--- src/rtl/m_microseq_pkg.sv ---
// Shared constants for the microsequencer: branch-condition codes, FSM state
// codes, control-store address width and the decode-address builder.
package m_microseq_pkg;

    localparam int CS_ADDR_W = 11;
    localparam logic DEC_PREFIX = 1'b1;

    // COND 3'b000 (plain increment) is the default arm of the select
    localparam logic [2:0] COND_N      = 3'b001;
    localparam logic [2:0] COND_Z      = 3'b010;
    localparam logic [2:0] COND_V      = 3'b011;
    localparam logic [2:0] COND_C      = 3'b100;
    localparam logic [2:0] COND_B13    = 3'b101;
    localparam logic [2:0] COND_JUMP   = 3'b110;
    localparam logic [2:0] COND_DECODE = 3'b111;

    localparam logic [1:0] ST_RST  = 2'd0;
    localparam logic [1:0] ST_RUN  = 2'd1;
    localparam logic [1:0] ST_WAIT = 2'd2;

    function automatic logic [10:0] decode_addr(input logic [1:0] op, input logic [5:0] op3);
        return {DEC_PREFIX, op, op3, 2'b00};
    endfunction

endpackage

--- src/rtl/m_microseq_if.sv ---
// Bundle of MIR fields, IR/PSR inputs, memory handshake and sequencer outputs.
interface m_microseq_if
    import m_microseq_pkg::*;
#(
    parameter int ADDR_W = CS_ADDR_W
);
    logic [2:0]        mir_cond;
    logic [ADDR_W-1:0] mir_jaddr;
    logic              mir_rd;
    logic              mir_wr;
    logic [1:0]        ir_op;
    logic [5:0]        ir_op3;
    logic              ir_b13;
    logic              psr_n;
    logic              psr_z;
    logic              psr_v;
    logic              psr_c;
    logic              mem_ack;
    logic [ADDR_W-1:0] cs_addr;
    logic              busy;
    logic              mem_timeout;

    modport master (
        output mir_cond, mir_jaddr, mir_rd, mir_wr, ir_op, ir_op3, ir_b13,
               psr_n, psr_z, psr_v, psr_c, mem_ack,
        input  cs_addr, busy, mem_timeout
    );

    modport slave (
        input  mir_cond, mir_jaddr, mir_rd, mir_wr, ir_op, ir_op3, ir_b13,
               psr_n, psr_z, psr_v, psr_c, mem_ack,
        output cs_addr, busy, mem_timeout
    );

endinterface

--- src/rtl/m_microseq_cbl.sv ---
// Control branch logic: combinational next-address select driven by MIR COND.
module m_cbl
    import m_microseq_pkg::*;
#(
    parameter int ADDR_W = CS_ADDR_W
) (
    input  logic [2:0]        cond,
    input  logic [ADDR_W-1:0] jaddr,
    input  logic [ADDR_W-1:0] inc_addr,
    input  logic [1:0]        ir_op,
    input  logic [5:0]        ir_op3,
    input  logic              ir_b13,
    input  logic              psr_n,
    input  logic              psr_z,
    input  logic              psr_v,
    input  logic              psr_c,
    output logic [ADDR_W-1:0] next_addr
);

    logic taken;

    always_comb begin
        taken = 1'b0;
        case (cond)
            COND_N:    taken = psr_n;
            COND_Z:    taken = psr_z;
            COND_V:    taken = psr_v;
            COND_C:    taken = psr_c;
            COND_B13:  taken = ir_b13;
            COND_JUMP: taken = 1'b1;
            default:   taken = 1'b0;
        endcase
    end

    always_comb begin
        if (cond == COND_DECODE)
            next_addr = ADDR_W'(decode_addr(ir_op, ir_op3));
        else if (taken)
            next_addr = jaddr;
        else
            next_addr = inc_addr;
    end

endmodule

--- src/rtl/m_microseq.sv ---
// Microsequencer: control-store address register, memory-wait FSM with a
// bounded wait counter and sticky timeout flag.
module m_microseq
    import m_microseq_pkg::*;
#(
    parameter int ADDR_W   = CS_ADDR_W,
    parameter int WAIT_MAX = 255
) (
    input  logic         clk,
    input  logic         rst,
    m_microseq_if.slave  bus
);

    localparam int CNT_W = $clog2(WAIT_MAX + 1);
    // Counter is cleared on entry, so the final WAIT cycle sees WAIT_MAX-1
    localparam logic [CNT_W-1:0] CNT_LAST = CNT_W'(WAIT_MAX - 1);

    logic [1:0]        state;
    logic [ADDR_W-1:0] addr_q;
    logic [ADDR_W-1:0] inc_addr;
    logic [ADDR_W-1:0] next_addr;
    logic [CNT_W-1:0]  wait_cnt;
    logic              busy_q;
    logic              timeout_q;
    logic              mem_req;

    assign inc_addr = addr_q + ADDR_W'(1);
    assign mem_req  = bus.mir_rd | bus.mir_wr;

    m_cbl #(.ADDR_W(ADDR_W)) u_cbl (
        .cond      (bus.mir_cond),
        .jaddr     (bus.mir_jaddr),
        .inc_addr  (inc_addr),
        .ir_op     (bus.ir_op),
        .ir_op3    (bus.ir_op3),
        .ir_b13    (bus.ir_b13),
        .psr_n     (bus.psr_n),
        .psr_z     (bus.psr_z),
        .psr_v     (bus.psr_v),
        .psr_c     (bus.psr_c),
        .next_addr (next_addr)
    );

    always_ff @(posedge clk) begin
        if (rst) begin
            state     <= ST_RST;
            addr_q    <= '0;
            busy_q    <= 1'b0;
            timeout_q <= 1'b0;
            wait_cnt  <= '0;
        end else begin
            case (state)
                ST_RST: begin
                    state <= ST_RUN;
                end
                ST_RUN: begin
                    if (mem_req && !bus.mem_ack) begin
                        state    <= ST_WAIT;
                        busy_q   <= 1'b1;
                        wait_cnt <= '0;
                    end else begin
                        addr_q <= next_addr;
                    end
                end
                ST_WAIT: begin
                    // mem_ack takes precedence over an expiring wait
                    if (bus.mem_ack) begin
                        state  <= ST_RUN;
                        busy_q <= 1'b0;
                        addr_q <= next_addr;
                    end else if (wait_cnt == CNT_LAST) begin
                        state     <= ST_RUN;
                        busy_q    <= 1'b0;
                        timeout_q <= 1'b1;
                        addr_q    <= next_addr;
                    end else begin
                        wait_cnt <= wait_cnt + CNT_W'(1);
                    end
                end
                default: begin
                    state  <= ST_RST;
                    busy_q <= 1'b0;
                end
            endcase
        end
    end

    assign bus.cs_addr     = addr_q;
    assign bus.busy        = busy_q;
    assign bus.mem_timeout = timeout_q;

endmodule

--- src/flat_wrapper.sv ---
// flat-port wrapper written by rule: the top's interface ports become plain ports
module m_microseq_flat import m_microseq_pkg::*;
#(
    parameter int ADDR_W   = CS_ADDR_W,
    parameter int WAIT_MAX = 255
)
  (clk, rst, bus_mir_cond, bus_mir_jaddr, bus_mir_rd, bus_mir_wr, bus_ir_op, bus_ir_op3, bus_ir_b13, bus_psr_n, bus_psr_z, bus_psr_v, bus_psr_c, bus_mem_ack, bus_cs_addr, bus_busy, bus_mem_timeout);
  m_microseq_if #(.ADDR_W(ADDR_W)) bus_i ();
  input  logic clk;
  input  logic rst;
  input wire logic [$bits(bus_i.mir_cond)-1:0] bus_mir_cond;
  input wire logic [$bits(bus_i.mir_jaddr)-1:0] bus_mir_jaddr;
  input wire logic [$bits(bus_i.mir_rd)-1:0] bus_mir_rd;
  input wire logic [$bits(bus_i.mir_wr)-1:0] bus_mir_wr;
  input wire logic [$bits(bus_i.ir_op)-1:0] bus_ir_op;
  input wire logic [$bits(bus_i.ir_op3)-1:0] bus_ir_op3;
  input wire logic [$bits(bus_i.ir_b13)-1:0] bus_ir_b13;
  input wire logic [$bits(bus_i.psr_n)-1:0] bus_psr_n;
  input wire logic [$bits(bus_i.psr_z)-1:0] bus_psr_z;
  input wire logic [$bits(bus_i.psr_v)-1:0] bus_psr_v;
  input wire logic [$bits(bus_i.psr_c)-1:0] bus_psr_c;
  input wire logic [$bits(bus_i.mem_ack)-1:0] bus_mem_ack;
  output wire logic [$bits(bus_i.cs_addr)-1:0] bus_cs_addr;
  output wire logic [$bits(bus_i.busy)-1:0] bus_busy;
  output wire logic [$bits(bus_i.mem_timeout)-1:0] bus_mem_timeout;
  assign bus_i.mir_cond = bus_mir_cond;
  assign bus_i.mir_jaddr = bus_mir_jaddr;
  assign bus_i.mir_rd = bus_mir_rd;
  assign bus_i.mir_wr = bus_mir_wr;
  assign bus_i.ir_op = bus_ir_op;
  assign bus_i.ir_op3 = bus_ir_op3;
  assign bus_i.ir_b13 = bus_ir_b13;
  assign bus_i.psr_n = bus_psr_n;
  assign bus_i.psr_z = bus_psr_z;
  assign bus_i.psr_v = bus_psr_v;
  assign bus_i.psr_c = bus_psr_c;
  assign bus_i.mem_ack = bus_mem_ack;
  assign bus_cs_addr = bus_i.cs_addr;
  assign bus_busy = bus_i.busy;
  assign bus_mem_timeout = bus_i.mem_timeout;
  m_microseq #(.ADDR_W(ADDR_W), .WAIT_MAX(WAIT_MAX)) u_core (.clk(clk), .rst(rst), .bus(bus_i));
endmodule
--- config.mk ---
export PLATFORM = sky130hd
export DESIGN_NAME = m_microseq_flat
export DESIGN_NICKNAME = d
export VERILOG_FILES = /design/src/rtl/m_microseq_pkg.sv /design/src/rtl/m_microseq_if.sv /design/src/rtl/m_microseq_cbl.sv /design/src/rtl/m_microseq.sv /design/src/flat_wrapper.sv
export SDC_FILE = /design/constraint.sdc
export NUM_CORES = 1
export LEC_CHECK = 0
export CAP_MARGIN = 10
export CELL_PAD_IN_SITES_DETAIL_PLACEMENT = 0
export CELL_PAD_IN_SITES_GLOBAL_PLACEMENT = 1
export CORE_ASPECT_RATIO = 2
export CORE_UTILIZATION = 45
export CTS_BUF_LIST = sky130_fd_sc_hd__clkbuf_2
export DETAILED_ROUTE_END_ITERATION = 12
export DONT_BUFFER_PORTS = 1
export PLACE_DENSITY = 0.75
export SYNTH_ARGS = -nofsm -noshare
export SYNTH_HDL_FRONTEND = slang
export SYNTH_SLANG_ARGS = --single-unit
--- constraint.sdc ---
create_clock -name clk -period 2.27 [get_ports clk]
set_input_delay 0.454 -clock clk [delete_from_list [all_inputs] [get_ports clk]]
set_output_delay 0.454 -clock clk [all_outputs]
set_load 0.05 [all_outputs]
## After elaboration in Yosys (flattened, before gate mapping)

Index checks and enable logic that the tools add are counted.

- Flip-flop bits (word level): 23
- Logic and storage cells: 53

- $add $sub $neg: 2
- Equal/unequal tests: 15
- Muxes and demuxes: 19
- Bitwise operators: 3
- Reduce and logical (&&, ||, !) cells: 9

Operator list:

| operator | number |
|---|---|
| $mux W11 | 5 |
| $mux W8 | 3 |
| $pmux W11 S2 | 1 |
| $pmux W8 S2 | 1 |
| $eq A3 B3 Y1 const B | 4 |
| $add A11 B1 Y11 const B | 1 |
| $reduce_and A3 Y1 | 3 |
| $add A8 B1 Y8 const B | 1 |
| $eq A8 B8 Y1 const B | 1 |
| $eq A3 B2 Y1 const B | 2 |
| $mux W2 | 3 |
| $ne A2 B2 Y1 const B | 3 |
| $pmux W1 S6 | 1 |
| $pmux W2 S3 | 1 |
| $reduce_and A4 Y1 | 1 |
| $eq A3 B1 Y1 const B | 1 |
| $mux W1 | 3 |
| $ne A3 B2 Y1 const B | 1 |
| $pmux W1 S3 | 1 |
| $eq A2 B1 Y1 const B | 1 |
| $eq A2 B2 Y1 const B | 1 |
| $logic_not A2 Y1 | 1 |
| $ne A2 B1 Y1 const B | 1 |
| $not A1 Y1 | 2 |
| other kinds (5) | 5 |

## Depth between registers and ports, before layout

Gate-level depths: netlist of run 1.

- Depth in word-level cells: 7
- Gate-level depth with buffers: 8
- Mapped depth without buffers: 7

## By module

Synthesis of run 1 repeated with hierarchy kept, for this count alone.

- Cells, all modules: 177
- Area total of the unflattened synthesis: 1,511.4 µm²

By module, submodules not included:

| module | times used | cells an instance | area an instance (µm²) |
|---|---|---|---|
| m_microseq | 1 | 141 | 1,248.7 |
| m_cbl | 1 | 36 | 262.8 |

## Worst setup path after synthesis of run 1

OpenSTA, ideal clock, no wires.

- Path type: reg2reg
- Start point: register u_core.addr_q[2] (netlist: u_core.bus.cs_addr[2])
- End point: register u_core.addr_q[7] (netlist: u_core.bus.cs_addr[7])
- Library setup time: 70 ps
- Arrival: 1,804 ps
- Path slack: 396 ps
- Cell stages (with the launch flop): 6
- Path buffers: 0
- Clock period less this slack: 1,874 ps
- Path through: dfxtp_1 and4_1 nand4_1 xor2_1 a311o_1 o2bb2ai_1

- Cells in the longest elaborated chain, start to end: 6
- Elaborated cells on any way between the ends: 7

RTL lines:

| item | line | RTL |
|---|---|---|
| start: declaration | m_microseq.sv:19 | `logic [ADDR_W-1:0] addr_q;` |
| start signal: assignment | m_microseq.sv:62 | `addr_q <= next_addr;` |
| start signal: assignment | m_microseq.sv:70 | `addr_q <= next_addr;` |
| start signal: assignment | m_microseq.sv:75 | `addr_q <= next_addr;` |
| $add A11 B1 Y11 * | m_microseq.sv:27 | `assign inc_addr = addr_q + ADDR_W'(1);` |
| $mux W11 * | m_microseq_cbl.sv:38 | `else if (taken)` |
| $mux W11 * | m_microseq_cbl.sv:36 | `if (cond == COND_DECODE)` |
| $mux W11 | m_microseq.sv:71 | `end else if (wait_cnt == CNT_LAST) begin` |
| $mux W11 | m_microseq.sv:67 | `if (bus.mem_ack) begin` |
| $pmux W11 S2 * | m_microseq.sv:52 | `case (state)` |

Mark *: on every way between the ends. The rest lies on a longest branch, timed or not. The select of a mux whose other input is x is not followed.
A chain may end at the register's enable or synchronous reset.

## Final worst setup path of run 1

- Start point: register u_core.wait_cnt[0]
- End point: register u_core.addr_q[0] (netlist: u_core.bus.cs_addr[0])

- Cells in the longest elaborated chain, start to end: 3

RTL lines:

| item | line | RTL |
|---|---|---|
| start: declaration | m_microseq.sv:22 | `logic [CNT_W-1:0] wait_cnt;` |
| start signal: assignment | m_microseq.sv:77 | `wait_cnt <= wait_cnt + CNT_W'(1);` |
| $eq A8 B8 Y1 | m_microseq.sv:71 |  |
| $ne A3 B2 Y1 (no line) | - |  |
| $reduce_and A3 Y1 (no line) | - |  |

Every way passes these cells.

==> out/qor.csv, run 1 <==
stage,metric,value,unit
routing,wire_per_inst,17.3,um
die,die_w,40.8,um
min_path,worstHoldPathType,input port to flop,
timing,finalCritPeriodShare,89.1,%
timing,setup_tns,0,ns
routing,vias,1273,
power,seq_power_share,54.8,%
routing,totalWireLength,3.47,mm
clock_network,ctsResizeCount,0,
timing,fmax,0.495,GHz
synth,syn-num-nets,199,
timing,fin_crit,2.02,ns
timing,slew_headroom,62.5,%
flow_run,drv_cap,0,
clock_network,clk_pin_slew,0.24,ns
synth,synth_area,1350,um^2
die,row_count,27,
synth,synth-edff-count,0,
timing,slew_violations,0,
power,p_leak,0.554,nW
placed_design,port_buffers,0,
synth,async_reset_ff_share,0,%
finish,num_antenna_cells,0,
die,dieHeight,79.6,um
power,clkPwrFrac,20.3,%
clock_network,cts.sinks,23,
timing,worstMarginPinSlew,0.561,ns
power,p_int,0.541,mW
critical_path,worst_setup_path_end_kind,flop,
timing,finalSetupViolations,0,
clock_network,clock_latency,0.35,ns
synth,yosysWarnings,0,
die,start_util,48.3,%
power,pwr-share-comb,24.9,%
clock_network,cts_setup_buffers,0,
clock_network,postCtsHoldBufs,0,
clock_network,cts_made_buffers,3,
power,power.density,583,nW/um^2
critical_path,required,2.55,ns
finish,area_delta_synth_final,7.12,%
finish,finalNetCount,207,
critical_path,path_class,flop to flop,
global_route,grt_max_degree,21,
placed_design,dpl_worst_slack,0.302,ns
routing,detail-route-antenna-nets,0,
global_route,grt_use_total,23.2,%
die,design.die.area,3250,um^2
timing,holdWs,0.129,ns
global_route,first_global_vias,1236,
global_route,antenna_found_initial,0,
synth,synth_cells,164,
routing,dr.pass1.iters,4,
timing,finalHoldViolCount,0,
finish,final_cells,200,
routing,drt_iter0_markers,51,
clock_network,cts_tree,yes,
die,core,2800,um^2
placed_design,routabilityCongestion,0.791,
clock_network,cts_root_buffer,clkbuf_2,
synth,synth_cell_types,44,
timing,grt_setup_unrepaired,no,
finish,drive_gt1_share,11.1,%
finish,utilization,51.7,%
power,vdd_drop_max,0.325,mV
placed_design,dpl.cell_count,196,
timing,skew,0.0191,ns
clock_network,cts_buffer_depth,2,
global_route,grt_pass1_wl,5.28,mm
die,io_pins,45,
synth,synth_seq_area_share,34.0,%
status,outcome,"finished, final reports clean",
synth,synth_flop_cell,dfxtp_1,
timing,setup_ws,0.248,ns
synth,synth_seq_cells,23,
critical_path,critical_path_arrival,2.30,ns
power,p_switching,0.304,mW
placed_design,hpwl,2.74,mm
synth,avgSynthCellArea,8.25,um^2
routing,drc,0,
power,p_sw_share,36.0,%
critical_path,critPathMaxFanout,12,
critical_path,cp-start-kind,flop,
global_route,overflow,0,
routing,via_per_inst,6.37,
clock_network,cts_max_level,1,
==> placed cells by master, fill, tap and decap left out, drive strengths merged, types with 4 or more instances in the layout <==
| master | netlist | routed |
|---|---|---|
| a311oi | 4 | 4 |
| nor2 | 22 | 22 |
| xnor2 | 6 | 6 |
| dfxtp | 23 | 23 |
| nand3 | 10 | 10 |
| a211oi | 4 | 4 |
| nand4 | 6 | 6 |
| nor3 | 5 | 5 |
| nand2 | 12 | 12 |
| a21oi | 8 | 8 |
| buf | 3 | 10 |
| xor2 | 8 | 8 |
==> power groups by stage <==
stage | sequential [mW] | clock, mW | combinational, mW
floorplan | 0.525 | 0 | 0.114
global placement | 0.471 | 0 | 0.208
detailed placement | 0.471 | 0 | 0.213
CTS | 0.464 | 0.179 | 0.213
global route | 0.467 | 0.193 | 0.230
finish | 0.463 | 0.171 | 0.211
==> cell usage after synthesis (2+ instances only) <==
library cell / number / share of area [%]
nand3_1: 10 / 3.7
a31oi_1: 3 / 1.4
o2bb2ai_1: 2 / 1.3
nor2b_1: 3 / 1.4
o21ai_0: 2 / 0.74
a21oi_1: 8 / 3.0
nand4_1: 6 / 2.8
a311o_1: 2 / 1.5
nor2_1: 22 / 6.1
xor2_1: 8 / 5.2
a311oi_1: 4 / 2.6
clkbuf_1: 4 / 1.1
mux2i_1: 3 / 2.2
nand2_1: 12 / 3.3
inv_1: 3 / 0.83
xnor2_1: 6 / 3.9
and4_1: 2 / 1.3
nor3b_1: 2 / 1.1
ha_1: 3 / 2.8
o22ai_1: 2 / 0.92
nand3b_1: 2 / 1.1
dfxtp_1: 23 / 34
a211oi_2: 3 / 2.8
a211o_1: 3 / 1.9
and3_1: 3 / 1.4
nor3_1: 5 / 1.8
==> path summary, 6_finish.rpt <==
path,from,end,slack (ns),depth (start not counted)
worst max-delay path,u_core.wait_cnt[0],u_core.bus.cs_addr[0],0.25,7
worst min-delay path,rst,u_core.wait_cnt[0],0.13,1
worst max register to register,u_core.wait_cnt[0],u_core.bus.cs_addr[0],0.25,7
worst min register to register,u_core.state[0],u_core.state[0],0.51,1
==> layer usage <==
metal / global-route usage (%) / routed length, um
met1: 21.0 / 1240
met2: 44.1 / 2020
met3: 3.06 / 130
met4: 10.3 / 80
met5: 0 / 0
==> critical path: stages, from the launching register on <==
cell     delay, ns
dfxtp_1       0.41
inv_1         0.07
ha_1          0.13
and3_1        0.22
nand3_1       0.11
and2_1        0.30
or4_1         0.55
a31oi_1       0.17
==> stage by stage <==
step / area, um^2 / power, mW
final: 1450 / 0.845
after global routing: 1450 / 0.890
after CTS: 1450 / 0.855
after detailed placement: 1430 / 0.684
after global placement: 1430 / 0.680
after floorplan: 1350 / 0.639
==> cell families (layout without fill, tap and decap cells) <==
| group | Yosys count | after routing | synth area share, % |
|---|---|---|---|
| buffers and inverters | 10 | 17 | 3.42 |
| AND/OR/NAND/NOR | 73 | 73 | 26.9 |
| adder cells (fa/ha/maj) | 3 | 3 | 2.77 |
| multiplexers | 3 | 3 | 2.22 |
| AO/OA/AOI/OAI | 38 | 38 | 21.6 |
| flip-flops | 23 | 23 | 34.0 |
| XOR/XNOR | 14 | 14 | 9.06 |
==> cell type report <==
| cell class | count | area, um^2 |
|---|---|---|
| well taps | 29 | 36.3 |
| fillers | 307 | 1350 |
| clock buffers | 3 | 15.0 |
| inverters | 3 | 11.3 |
| flip-flops and latches | 23 | 460 |
| clock inverters | 1 | 5.00 |
| repair buffers | 10 | 75.1 |
| multi-input cells | 131 | 847 |
==> flip-flops by register name (all words and copies together), names as in the netlist <==
register                count
u_core.wait_cnt             8
u_core.state                2
u_core.bus.busy             1
u_core.bus.cs_addr         11
u_core.bus.mem_timeout      1
(Power assumes the default switching activity.)
==> run 2: changes to the inputs <==
--- a/config.mk
+++ b/config.mk
@@ -5,7 +5,6 @@
 export SDC_FILE = /design/constraint.sdc
 export NUM_CORES = 1
 export LEC_CHECK = 0
-export CAP_MARGIN = 10
 export CELL_PAD_IN_SITES_DETAIL_PLACEMENT = 0
 export CELL_PAD_IN_SITES_GLOBAL_PLACEMENT = 1
 export CORE_ASPECT_RATIO = 2
==> results of run 2 <==
Same layout as run 1: the final DEF is identical, and so are final timing and power.
==> run 3: changes to the inputs <==
--- a/config.mk
+++ b/config.mk
@@ -8,11 +8,13 @@
 export CELL_PAD_IN_SITES_DETAIL_PLACEMENT = 0
 export CELL_PAD_IN_SITES_GLOBAL_PLACEMENT = 1
 export CORE_ASPECT_RATIO = 2
+export CORE_MARGIN = 5
 export CORE_UTILIZATION = 45
 export CTS_BUF_LIST = sky130_fd_sc_hd__clkbuf_2
 export DETAILED_ROUTE_END_ITERATION = 12
 export DONT_BUFFER_PORTS = 1
 export PLACE_DENSITY = 0.75
+export REMOVE_ABC_BUFFERS = 1
 export SYNTH_ARGS = -nofsm -noshare
 export SYNTH_HDL_FRONTEND = slang
 export SYNTH_SLANG_ARGS = --single-unit
==> out/qor.csv, run 3 (same netlist as run 1, synthesis figures left out) <==
stage,metric,value,unit,change
finish,largest_register_ffs,11,,unchanged
critical_path,required,2.52,ns,-0.03 ns
timing,setup_tns,0,ns,unchanged
die,die_w,48.8,um,+20%
placed_design,dpl_worst_slack,0.387,ns,+0.0850 ns
timing,slew_headroom,62.7,%,+0.23 points
critical_path,critical_path_arrival,2.18,ns,-0.12 ns
routing,wire_per_inst,16.8,um,-3.2%
clock_network,cts_root_buffer,clkbuf_2,,
routing,detail-route-antenna-nets,0,,unchanged
global_route,antenna_found_initial,0,,unchanged
critical_path,cpLargestDelayFamily,simple AND/OR/NAND/NOR gates,,
timing,holdWs,0.139,ns,+0.00978 ns
critical_path,r2r_end,u_core.bus.cs_addr[0],,
clock_network,cts.sinks,23,,unchanged
critical_path,critical-path-max-stage-delay,0.52,ns,-0.03 ns
placed_design,port_buffers,0,,unchanged
critical_path,critPathMaxFanout,7,,-5
clock_network,cts_buffer_depth,2,,unchanged
timing,grt_setup_unrepaired,no,,
timing,skew,0.0308,ns,+0.0117 ns
flow_run,drv_cap,0,,unchanged
finish,final_common_cell,dfxtp_1,,
finish,utilization,49.6,%,-2.1 points
power,clkPwrFrac,19.8,%,-0.5 points
clock_network,cts_tree,yes,,
critical_path,rr_startpoint,u_core.wait_cnt[0],,
timing,worstMarginPinSlew,0.559,ns,-0.00212 ns
finish,drive_gt1_share,11.6,%,+0.52 points
power,p_switching,0.294,mW,-3.4%
min_path,worstHoldPathType,input port to flop,,
routing,drc,0,,unchanged
die,dieHeight,87.6,um,+10%
routing,dr.pass1.iters,4,,unchanged
power,pwr-share-comb,25.5,%,+0.6 points
clock_network,postCtsHoldBufs,0,,unchanged
clock_network,cts_max_level,1,,unchanged
finish,num_antenna_cells,0,,unchanged
critical_path,cp-start-kind,flop,,
power,p_leak,0.559,nW,+0.85%
global_route,grt_pass1_wl,5.70,mm,+8.0%
clock_network,cts_made_buffers,3,,unchanged
critical_path,path_buf_inv,1,,unchanged
finish,fillers,310,,+0.98%
clock_network,cts_setup_buffers,0,,unchanged
routing,drt_iter0_markers,19,,-63%
clock_network,clock_latency,0.34,ns,about the same
finish,area_delta_synth_final,7.76,%,
timing,fin_crit,1.93,ns,-0.0925 ns
global_route,overflow,0,,unchanged
power,vdd_drop_max,0.287,mV,-12%
die,design.die.area,4270,um^2,+32%
timing,finalCritPeriodShare,85.0,%,-4.1 points
power,seq_power_share,54.7,%,about the same
global_route,first_global_vias,1296,,+4.9%
timing,fmax,0.518,GHz,+4.8%
power,p_int,0.549,mW,+1.6%
die,row_count,28,,+3.7%
critical_path,worst_setup_path_end_kind,flop,,
routing,via_per_inst,6.13,,-3.6%
placed_design,routabilityCongestion,0.823,,+4.0%
power,p_sw_share,34.8,%,-1.2 points
routing,vias,1239,,-2.7%
die,io_pins,45,,unchanged
critical_path,cp_slowest_cell,or4_1,,
min_path,whs_path_depth,1,,unchanged
clock_network,ctsResizeCount,0,,unchanged
min_path,min_from,rst,,
finish,mostFrequentLayoutCells,"dfxtp_1 (23), nor2_1 (22), nand2_1 (12), buf_4 (11), nand3_1 (10)",,
finish,finalNetCount,208,,+0.48%
status,outcome,"finished, final reports clean",,
critical_path,r2r_cells,7,,unchanged
timing,finalSetupViolations,0,,unchanged
clock_network,clk_pin_slew,0.23,ns,about the same
critical_path,worstPathCellList,"inv_1, ha_1, and3_1, nand3_1, and2_1, or4_1, a31oi_1",,
routing,totalWireLength,3.39,mm,-2.2%
die,start_util,46.0,%,-2.3 points
power,power.density,578,nW/um^2,-0.80%
critical_path,reg2reg_slack,0.34,ns,+0.09 ns
placed_design,hpwl,2.73,mm,-0.43%
timing,slew_violations,0,,unchanged
critical_path,path_class,flop to flop,,
global_route,grt_max_degree,21,,unchanged
global_route,grt_use_total,16.7,%,-6.5 points
timing,finalHoldViolCount,0,,unchanged
die,core,2940,um^2,+5.0%
min_path,whs_endpoint,u_core.bus.cs_addr[6],,
timing,setup_ws,0.341,ns,+0.0925 ns
run 3: cell count changes in the layout (fill, tap and decap cells not counted):
cell	delta
buf_4	+1
clkbuf_2	+1
clkinv_2	-1
run 3: per-layer routing:
metal | wire [um] | part of all wire, % | vias to the layer above | global-route usage, %
met1 | 1150 | 34 | 589 | 15.1
met4 | 40 | 1.2 | 0 | 7.11
met5 | 0 | 0 | - | 0
met2 | 2000 | 59 | 26 | 33.3
li1 | - | - | 620 | -
met3 | 200 | 5.9 | 4 | 4.77
run 3: area by class of cell:
class / instances / area [um^2] / area share, %
multi-input cells: 131 / 847 / 58.1
flip-flops and latches: 23 / 460 / 31.6
well taps: 30 / 37.5 / 2.57
repair buffers: 11 / 82.6 / 5.66
inverters: 3 / 11.3 / 0.772
clock buffers: 4 / 20.0 / 1.37
run 3: worst max-delay path by stage:
| stage | endpoint | from | slack (ns) | depth (start not counted) |
|---|---|---|---|---|
| final | u_core.bus.cs_addr[0] | u_core.wait_cnt[0] | 0.34 | 7 |
| after global routing | u_core.bus.cs_addr[9] | u_core.wait_cnt[0] | 0.23 | 8 |
| after CTS | u_core.bus.cs_addr[0] | u_core.wait_cnt[0] | 0.33 | 7 |
| after detailed placement | u_core.bus.cs_addr[0] | u_core.wait_cnt[0] | 0.39 | 7 |
| after global placement | u_core.bus.cs_addr[0] | u_core.wait_cnt[0] | 0.38 | 7 |
| after floorplan | u_core.bus.cs_addr[7] | u_core.bus.cs_addr[2] | 0.40 | 5 |
run 3: power by group through the flow:
stage                     combinational [mW]  clock [mW]  sequential [mW]
after CTS                              0.217       0.173            0.461
after floorplan                        0.103           0            0.525
final                                  0.215       0.167            0.461
after detailed placement               0.217           0            0.470
after global routing                   0.233       0.198            0.465
after global placement                 0.213           0            0.468
run 3: through the flow:
step / std cells / power, mW / instance area, um^2
finish: 202 / 0.843 / 1460
global route: 202 / 0.896 / 1460
CTS: 202 / 0.852 / 1460
detailed placement: 198 / 0.687 / 1440
global placement: 198 / 0.681 / 1440
floorplan: 157 / 0.628 / 1320
run 3: worst register-to-register path, stage by stage, from the launching register on:
cell and delay [ns]:
dfxtp_1 0.40, inv_1 0.07, ha_1 0.13, and3_1 0.24, nand3_1 0.11, and2_1 0.23, or4_1 0.53, a31oi_1 0.17
